==> config.mk <==
export PLATFORM = sky130hd
export DESIGN_NAME = mdu_iter
export DESIGN_NICKNAME = d
export VERILOG_FILES = /design/src/rtl/mdu_pkg.sv /design/src/rtl/mdu_cneg.sv /design/src/rtl/mdu_iter.sv
export SDC_FILE = /design/constraint.sdc
export NUM_CORES = 1
export LEC_CHECK = 0
export BUFFER_PORTS_ARGS = -buffer_cell sky130_fd_sc_hd__buf_4
export CORE_ASPECT_RATIO = 1.2
export CORE_UTILIZATION = 55
export DETAILED_ROUTE_END_ITERATION = 8
export PLACE_DENSITY = 0.82
export SETUP_SLACK_MARGIN = 0.5
export SLEW_MARGIN = 20
export SYNTH_ARGS = -nofsm -noshare
export SYNTH_HDL_FRONTEND = slang
export SYNTH_HIERARCHICAL = 1
export SYNTH_SLANG_ARGS = --single-unit
==> constraint.sdc <==
create_clock -name clk -period 6.44 [get_ports clk]
set_input_delay 0.966 -clock clk [delete_from_list [all_inputs] [get_ports clk]]
set_output_delay 0.966 -clock clk [all_outputs]
set_load 0.01 [all_outputs]
==> src/rtl/mdu_pkg.sv <==
// Shared definitions for the iterative RV32M multiply/divide unit.
// Op codes follow funct3; helpers decode operand signedness and result selection.
package mdu_pkg;

    localparam logic [2:0] OP_MUL    = 3'd0;
    localparam logic [2:0] OP_MULH   = 3'd1;
    localparam logic [2:0] OP_MULHSU = 3'd2;
    localparam logic [2:0] OP_MULHU  = 3'd3;
    localparam logic [2:0] OP_DIV    = 3'd4;
    localparam logic [2:0] OP_DIVU   = 3'd5;
    localparam logic [2:0] OP_REM    = 3'd6;
    localparam logic [2:0] OP_REMU   = 3'd7;

    typedef enum logic [1:0] {
        IDLE = 2'd0,
        CALC = 2'd1,
        FIX  = 2'd2,
        DONE = 2'd3
    } state_t;

    function automatic logic is_div(input logic [2:0] op);
        return op[2];
    endfunction

    function automatic logic is_rem(input logic [2:0] op);
        return op[2] & op[1];
    endfunction

    function automatic logic is_high(input logic [2:0] op);
        return ~op[2] & (op[1:0] != 2'b00);
    endfunction

    function automatic logic a_signed(input logic [2:0] op);
        return (op == OP_MULH) || (op == OP_MULHSU) || (op == OP_DIV) || (op == OP_REM);
    endfunction

    function automatic logic b_signed(input logic [2:0] op);
        return (op == OP_MULH) || (op == OP_DIV) || (op == OP_REM);
    endfunction

endpackage

==> src/rtl/mdu_cneg.sv <==
// Conditional two's-complement negate, used for operand magnitudes and result sign fix-up.
module mdu_cneg #(
    parameter int W = 32
) (
    input  logic [W-1:0] value,
    input  logic         negate,
    output logic [W-1:0] y
);

    assign y = negate ? (~value + {{(W-1){1'b0}}, 1'b1}) : value;

endmodule

==> src/rtl/mdu_iter.sv <==
// Iterative RV32M multiply/divide: one shift-add / restoring shift-subtract step per cycle.
// Optional feature: define MDU_EARLY_OUT_EN to finish trivial cases in the accept cycle.
module mdu_iter
    import mdu_pkg::*;
#(
    parameter int XLEN = 32
) (
    input  logic            clk,
    input  logic            rst,
    input  logic            start,
    input  logic [2:0]      op,
    input  logic [XLEN-1:0] a,
    input  logic [XLEN-1:0] b,
    output logic            busy,
    output logic            done,
    output logic [XLEN-1:0] result
);

    localparam int CW = $clog2(XLEN + 1);
    localparam logic [CW-1:0] CNT_LAST = CW'(XLEN - 1);

    state_t              state_reg, state_next;
    logic [CW-1:0]       cnt_reg;
    logic [2:0]          op_reg;
    logic [XLEN-1:0]     ma_reg;
    logic [2*XLEN-1:0]   acc_reg;
    logic                neg_reg;
    logic                div_zero_reg;
    logic [XLEN-1:0]     result_reg;

    logic                accept;
    logic                a_neg, b_neg, b_zero, sign_next;
    logic [XLEN-1:0]     mag_a, mag_b;
    logic                early;
    logic [XLEN-1:0]     early_result;

    assign accept = start && ((state_reg == IDLE) || (state_reg == DONE));
    assign a_neg  = a[XLEN-1] & a_signed(op);
    assign b_neg  = b[XLEN-1] & b_signed(op);
    assign b_zero = (b == '0);
    // Remainder takes the dividend's sign; quotient and product take the XOR.
    assign sign_next = is_rem(op) ? a_neg : (a_neg ^ b_neg);

    mdu_cneg #(.W(XLEN)) u_mag_a (.value(a), .negate(a_neg), .y(mag_a));
    mdu_cneg #(.W(XLEN)) u_mag_b (.value(b), .negate(b_neg), .y(mag_b));

`ifdef MDU_EARLY_OUT_EN
    logic ovf;
    assign ovf = ((op == OP_DIV) || (op == OP_REM))
                 && (a == {1'b1, {(XLEN-1){1'b0}}}) && (b == '1);
    always_comb begin
        early        = 1'b0;
        early_result = '0;
        if (is_div(op)) begin
            early = b_zero | ovf;
            if (b_zero)
                early_result = is_rem(op) ? a : '1;
            else
                early_result = is_rem(op) ? '0 : a;
        end else begin
            early = (a == '0) | b_zero;
        end
    end
`else
    assign early        = 1'b0;
    assign early_result = '0;
`endif

    // Multiply step: add multiplicand into the upper half when the LSB is set, then shift right.
    logic [XLEN:0]     mul_sum;
    logic [2*XLEN-1:0] mul_step;
    assign mul_sum  = {1'b0, acc_reg[2*XLEN-1:XLEN]} + {1'b0, (acc_reg[0] ? ma_reg : {XLEN{1'b0}})};
    assign mul_step = {mul_sum, acc_reg[XLEN-1:1]};

    // Divide step: upper half is the partial remainder, lower half shifts dividend out and quotient in.
    logic [XLEN:0]     div_trial;
    logic [2*XLEN-1:0] div_step;
    assign div_trial = {acc_reg[2*XLEN-1:XLEN], acc_reg[XLEN-1]} - {1'b0, ma_reg};
    assign div_step  = div_trial[XLEN] ? {acc_reg[2*XLEN-2:0], 1'b0}
                                       : {div_trial[XLEN-1:0], acc_reg[XLEN-2:0], 1'b1};

    logic [2*XLEN-1:0] fix_raw, fix_neg;
    logic [XLEN-1:0]   fix_result;
    always_comb begin
        fix_raw = acc_reg;
        if (is_div(op_reg))
            fix_raw = is_rem(op_reg) ? {{XLEN{1'b0}}, acc_reg[2*XLEN-1:XLEN]}
                                     : {{XLEN{1'b0}}, acc_reg[XLEN-1:0]};
    end

    mdu_cneg #(.W(2*XLEN)) u_fix (.value(fix_raw), .negate(neg_reg), .y(fix_neg));

    always_comb begin
        fix_result = fix_neg[XLEN-1:0];
        if (!is_div(op_reg) && is_high(op_reg))
            fix_result = fix_neg[2*XLEN-1:XLEN];
        else if (is_div(op_reg) && !is_rem(op_reg) && div_zero_reg)
            fix_result = '1;
    end

    always_comb begin
        state_next = state_reg;
        case (state_reg)
            IDLE:    if (start) state_next = early ? DONE : CALC;
            CALC:    if (cnt_reg == CNT_LAST) state_next = FIX;
            FIX:     state_next = DONE;
            DONE:    state_next = start ? (early ? DONE : CALC) : IDLE;
            default: state_next = IDLE;
        endcase
    end

    always_ff @(posedge clk or posedge rst) begin
        if (rst) begin
            state_reg    <= IDLE;
            cnt_reg      <= '0;
            op_reg       <= '0;
            ma_reg       <= '0;
            acc_reg      <= '0;
            neg_reg      <= 1'b0;
            div_zero_reg <= 1'b0;
            result_reg   <= '0;
        end else begin
            state_reg <= state_next;
            if (accept) begin
                op_reg       <= op;
                neg_reg      <= sign_next;
                div_zero_reg <= b_zero;
                cnt_reg      <= '0;
                if (is_div(op)) begin
                    ma_reg  <= mag_b;
                    acc_reg <= {{XLEN{1'b0}}, mag_a};
                end else begin
                    ma_reg  <= mag_a;
                    acc_reg <= {{XLEN{1'b0}}, mag_b};
                end
                if (early)
                    result_reg <= early_result;
            end else if (state_reg == CALC) begin
                cnt_reg <= cnt_reg + 1'b1;
                acc_reg <= is_div(op_reg) ? div_step : mul_step;
            end else if (state_reg == FIX) begin
                result_reg <= fix_result;
            end
        end
    end

    assign busy   = (state_reg == CALC) || (state_reg == FIX);
    assign done   = (state_reg == DONE);
    assign result = result_reg;

endmodule

---- Word level (Yosys, flattened, before mapping) ----
Index checks and enable logic that the tools add are counted.
storage, ports and cells
  register bits after elaboration ......... 141
  input port bits ......................... 70
  output and inout bits ................... 34
  word-level logic and storage cells ...... 76
cells by class
  $add $sub $neg .......................... 6
  equal/unequal tests ..................... 10
  mux-type cells .......................... 21
  bitwise gates (word level) .............. 12
  reductions and logical operators ........ 19
operators with widths
  kind                   count
  $mux 64                6
  $mux 32                8
  $add 32x1->32 const B  2
  $add 64x1->64 const B  1
  $not 32->32            2
  $not 64->64            1
  $add 32x32->33         1
  $sub 33x32->33         1
  $logic_not 32->1       1
  $mux 6                 2
  $pmux 2 s4             1
  $logic_or 1x1->1       7
  $add 6x1->6 const B    1
  $eq 3x3->1 const B     2
  $eq 6x5->1 const B     1
  $and 1x1->1            5
  $eq 2x2->1 const B     2
  $logic_and 1x1->1      4
  $mux 2                 2
  $ne 2x2->1 const B     2
  $reduce_bool 2->1      2
  $eq 3x1->1 const B     1
  $eq 3x2->1 const B     1
  $not 1->1              3
  7 further kinds        9

---- Depth between registers and ports, before layout ----
  depth after elaboration ................. 8
  depth in mapped cells ................... 15
  mapped depth without buffers ............ 14

---- Hierarchy ----
The synthesis kept the hierarchy.
by module, submodules not included
  module                  instances  cells an instance  area an instance (um2)  seq. area each (um2)
  mdu_iter                1          1335               11466.0                 3528.4
  mdu_cneg (u_mag_a ...)  2          99                 777.0                   0.0
  mdu_cneg (u_fix)        1          197                1530.2                  0.0

---- Least setup slack after synthesis ----
OpenSTA, ideal clock, no wires.
  kind .................................... register to register
  start point ............................. reg op_reg[2]
  end point ............................... reg result_reg[27], in the netlist result[27]
  library setup time ...................... 133 ps
  data arrival time ....................... 3388 ps
  data required time ...................... 6307 ps
  path slack .............................. 2919 ps
  stages on the path, launching flop included .. 13
  path buffers ............................ 3
  clock period less this slack ............ 3521 ps
  cell sequence ........................... dfrtp_1 > clkbuf_1 > nand2_1 > clkbuf_1 > mux2_2 > or4_4 > nor4b_4 > nand4_4 > buf_6 > o31ai_4 > xnor2_1 > o221ai_1 > o21ai_0
on the way
  elaborated cells on any way between the ends .. 15
  classes of those cells .................. 1 x add/sub; 5 x mux; 4 x bitwise; 5 x reduce/logical
RTL lines
  item                    line             text
  start, declared         mdu_iter.sv:24   logic [2:0] op_reg;
  start signal, assigned  mdu_iter.sv:125  op_reg <= op;
  $and 1x1->1             mdu_pkg.sv:26    return op[2] & op[1];
  $mux 32                 mdu_iter.sv:87   fix_raw = is_rem(op_reg) ? {{XLEN{1'b0}}, acc_reg[2*XLEN-1:XLEN]}
  $mux 64 (*)             mdu_iter.sv:86   if (is_div(op_reg))
  via fix_raw[26]         mdu_iter.sv:82   logic [2*XLEN-1:0] fix_raw, fix_neg;
  $not 64->64 (*)         mdu_cneg.sv:10   assign y = negate ? (~value + {{(W-1){1'b0}}, 1'b1}) : value;
  $add 64x1->64 (*)       mdu_cneg.sv:10
  $mux 64 (*)             mdu_cneg.sv:10
  via fix_neg[59]         mdu_iter.sv:82
  $mux 32 (*)             mdu_iter.sv:95   if (!is_div(op_reg) && is_high(op_reg))
  end signal, assigned    mdu_iter.sv:137  result_reg <= early_result;
  end signal, assigned    mdu_iter.sv:142  result_reg <= fix_result;
  end, declared           mdu_iter.sv:29   logic [XLEN-1:0] result_reg;
Mark *: on every way through the listed nets, which the timed path passes. The rest lies on a longest branch.
A chain may end at the register's enable or synchronous reset.

---- Worst setup path after layout ----
  start point ............................. reg op_reg[2]
  end point ............................... reg result_reg[21], in the netlist result[21]
The elaborated chain is that of the path after synthesis.

==> impl_results.md <==
- Starting DRT DRC Count: 1301
- GRT Util Overall: 31.46%
- Avg Cell Area, Syn: about 8.4 um^2
- Final Cell Area: 16010 um^2
- Static leakage: ~6.8 nW
- Warnings, synthesis: 6
- Worst Hold Class: in2async
- Buf+Inv Stages, Crit Path: 1
- CP peak stage delay: 600 ps
- P per Cell Area: 522.7 nW/um^2
- Largest register FFs: 64
- FILL cells: between 2000 and 2500
- Area delta synth->final: 10.04%
- CTS tree: built
- CP top delay family: simple AND/OR/NAND/NOR gates
- Global-route wire length before repair: 67480 um
- Drt wl/cell: around 20 um
- Root Driver: clkbuf_16
- Die height: 180.2 um
- Worst Path Required: 6740 ps
- Ant diodes: 0
- Die width: 150.5 um
- Rows: 64
- Reg clk slew, reported paths: 70 ps
- I/O pin count: approximately 100
- Number of detailed-routing iterations run before antenna repair: 6
- Drt via density: 6.436
- Worst-skew pair later-pin latency: between 400 and 500 ps
- Grt met2 use: 52.11%
- Min cycle time layout: 4356 ps
- Crit-path cells: nand2_1, buf_4, mux2_2, nor3_1, nor4b_4, nand4_4, o41ai_1, xnor2_1, o221ai_1, o21ai_0
- Max Cap Viol: 0
- Routed Antenna Nets: 0
- Final nets: 1913
- Core footprint: 25700 um^2
- HPWL Detailed: between 30000 and 40000 um
- GRT overflow: 0
- Synth area leaders: dfrtp_1 24%, xnor2_1 9.5%, mux2i_1 8.1%
- Ratio of cells with drive above 1 in the final layout: a little over an eighth
- Arr. time, crit path: 4660 ps
- Net Count, Synth: 1875
- Dominant cell type by area after synthesis: dfrtp_1
- Cts repair resizes: 0
- H-tree levels: 4
- Fin util: 62.29%
- Yosys top cell area share: between 20% and 30%
- Critical Path Fanout Max: 28
- Synth top cells by count: 181 x o21ai_0, 162 x nand2_1, 158 x xnor2_1
- Clk sinks: 141
- Die Area: about 27000 um^2
- Footprint of the multi-input gates: between 10000 and 15000 um^2
- Post-synth top flop: dfrtp_1
- Final Cycle Share: 67.64%
- Sequential-to-total area share from yosys stat: between 20% and 30%
- Longest Clk Path Bufs: 2
- Slowest-stage cell, CP: nor3_1
- Synthesized area: 14550 um^2
- Most frequent cell after synthesis: o21ai_0
- Placed inst area: 15460 um^2
- Number of flops mapped to enable cells by yosys: 0
- Initial antenna violation count: 0
- Post-CTS Hold Fix Bufs: 0
- Via count: 13579
- Number of global-route vias before repair: 12716
- CP Capture Type: flip-flop
- Final setup viols: 0
- Synth Register Bits: 141
- Final Max Slew Viols: 0
- Startpoint types: flip-flop
- Pin count of the biggest net entering global routing: 122
- GRT busiest layer: met2
- Met1 global-route usage: 42.19%
- Setup bufs post-CTS: 0
- Synth unique cells: 80
- Buffers on Ports: about 100
- Measured slew at the worst slew-check pin: 1122 ps
- Syn Inst Count: 1730
- Slew HR: 25.01%
- Initial Utilization: 56.61%
- Crit Path Category: reg2reg
- Status: finished clean
- Register area: 3531 um^2
- Fmax achieved: 229.6 MHz
- CTS buffer count: 17
- Final Hold Vio Count: 0
- Routed wire length: 42300 um
- Peak VDD IR: 0.2651 mV
- DRC: 0
- GP Congestion: 0.9628
- Clock skew: 11.41 ps
- Async SR Flop Fraction: 100.0%
- Fin Setup TNS: 0 ps
- Unrepaired setup endpoints after global routing: false
- Met3 Use GR: 4.076%
==> area by class of cell <==
class / count / share of cell area (%)
Clock inverter: 12 / 0.5627
Timing Repair Buffer: 117 / 5.486
Multi-Input combinational cell: 1396 / 64.23
Clock buffer: 19 / 2.829
Tap cell: 330 / 2.579
Sequential cell: 141 / 22.05
Inverter: 95 / 2.259
==> worst reg2reg max path, cell delays in order, from the launching register on <==
cell      delay (ps)
dfrtp_2          580
nand2_1          400
buf_4            360
mux2_2           430
nor3_1           600
nor4b_4          540
nand4_4          400
o41ai_1          460
xnor2_1          110
o221ai_1         220
o21ai_0          130
==> report_power, final <==
part | internal (mW) | switching [mW]
logic | 2.31 | 3.28
registers | 1.29 | 0.568
clock network | 0.512 | 0.411
total | 4.11 | 4.26
==> metrics by stage <==
step	cells	worst slack (ps)	total power [mW]	hold slack, ps
detailed placement	2079	2228	7.303	493.1
finish	2110	2084	8.369	459.9
global placement	2079	2353	7.173	482.9
floorplan	1730	1693	5.912	446.9
CTS	2110	2201	8.261	461.1
global route	2110	1869	8.970	481.7
==> logic make-up (layout without fill, tap and decap cells) <==
kind of cell	count (synthesis)	count (layout)	synth area share, %
AOI/OAI and AO/OA	532	532	24.73
xor gates and xnor gates	184	184	11.13
adders and majority gates	75	75	6.553
buffers and inverters	193	243	5.331
DFF	141	141	24.25
muxes	150	150	10.59
and+or+nand+nor	455	455	17.41
==> worst paths after layout <==
| path | start | end | slack (ps) | depth (start not counted) |
|---|---|---|---|---|
| max | op_reg[2] | result[21] | 2080 | 10 |
| min | rst | acc_reg[38] | 460 | 2 |
| max reg2reg | op_reg[2] | result[21] | 2080 | 10 |
| min reg2reg | ma_reg[2] | ma_reg[2] | 510 | 2 |
| max in group asynchronous | rst | op_reg[2] | 4870 | 3 |
| min in group clk | ma_reg[2] | ma_reg[2] | 510 | 2 |
==> placed cells by master (no fill, tap or decap), drive strengths merged, types with 28 or more instances in the layout <==
cell	count
a21o	28
a21oi	74
and2	36
buf	117
dfrtp	141
ha	73
inv	97
mux2	32
mux2i	118
nand2	163
nor2	50
nor2b	40
nor4	30
o211ai	42
o21ai	191
o221ai	40
o31ai	41
o41ai	32
xnor2	159
==> per-layer routing <==
metal	part of all wire [%]	up-vias
met4	2.5	0
met3	6.7	76
met2	47	560
li1	-	6436
met1	44	6507
met5	0	-
(Power assumes the default switching activity.)
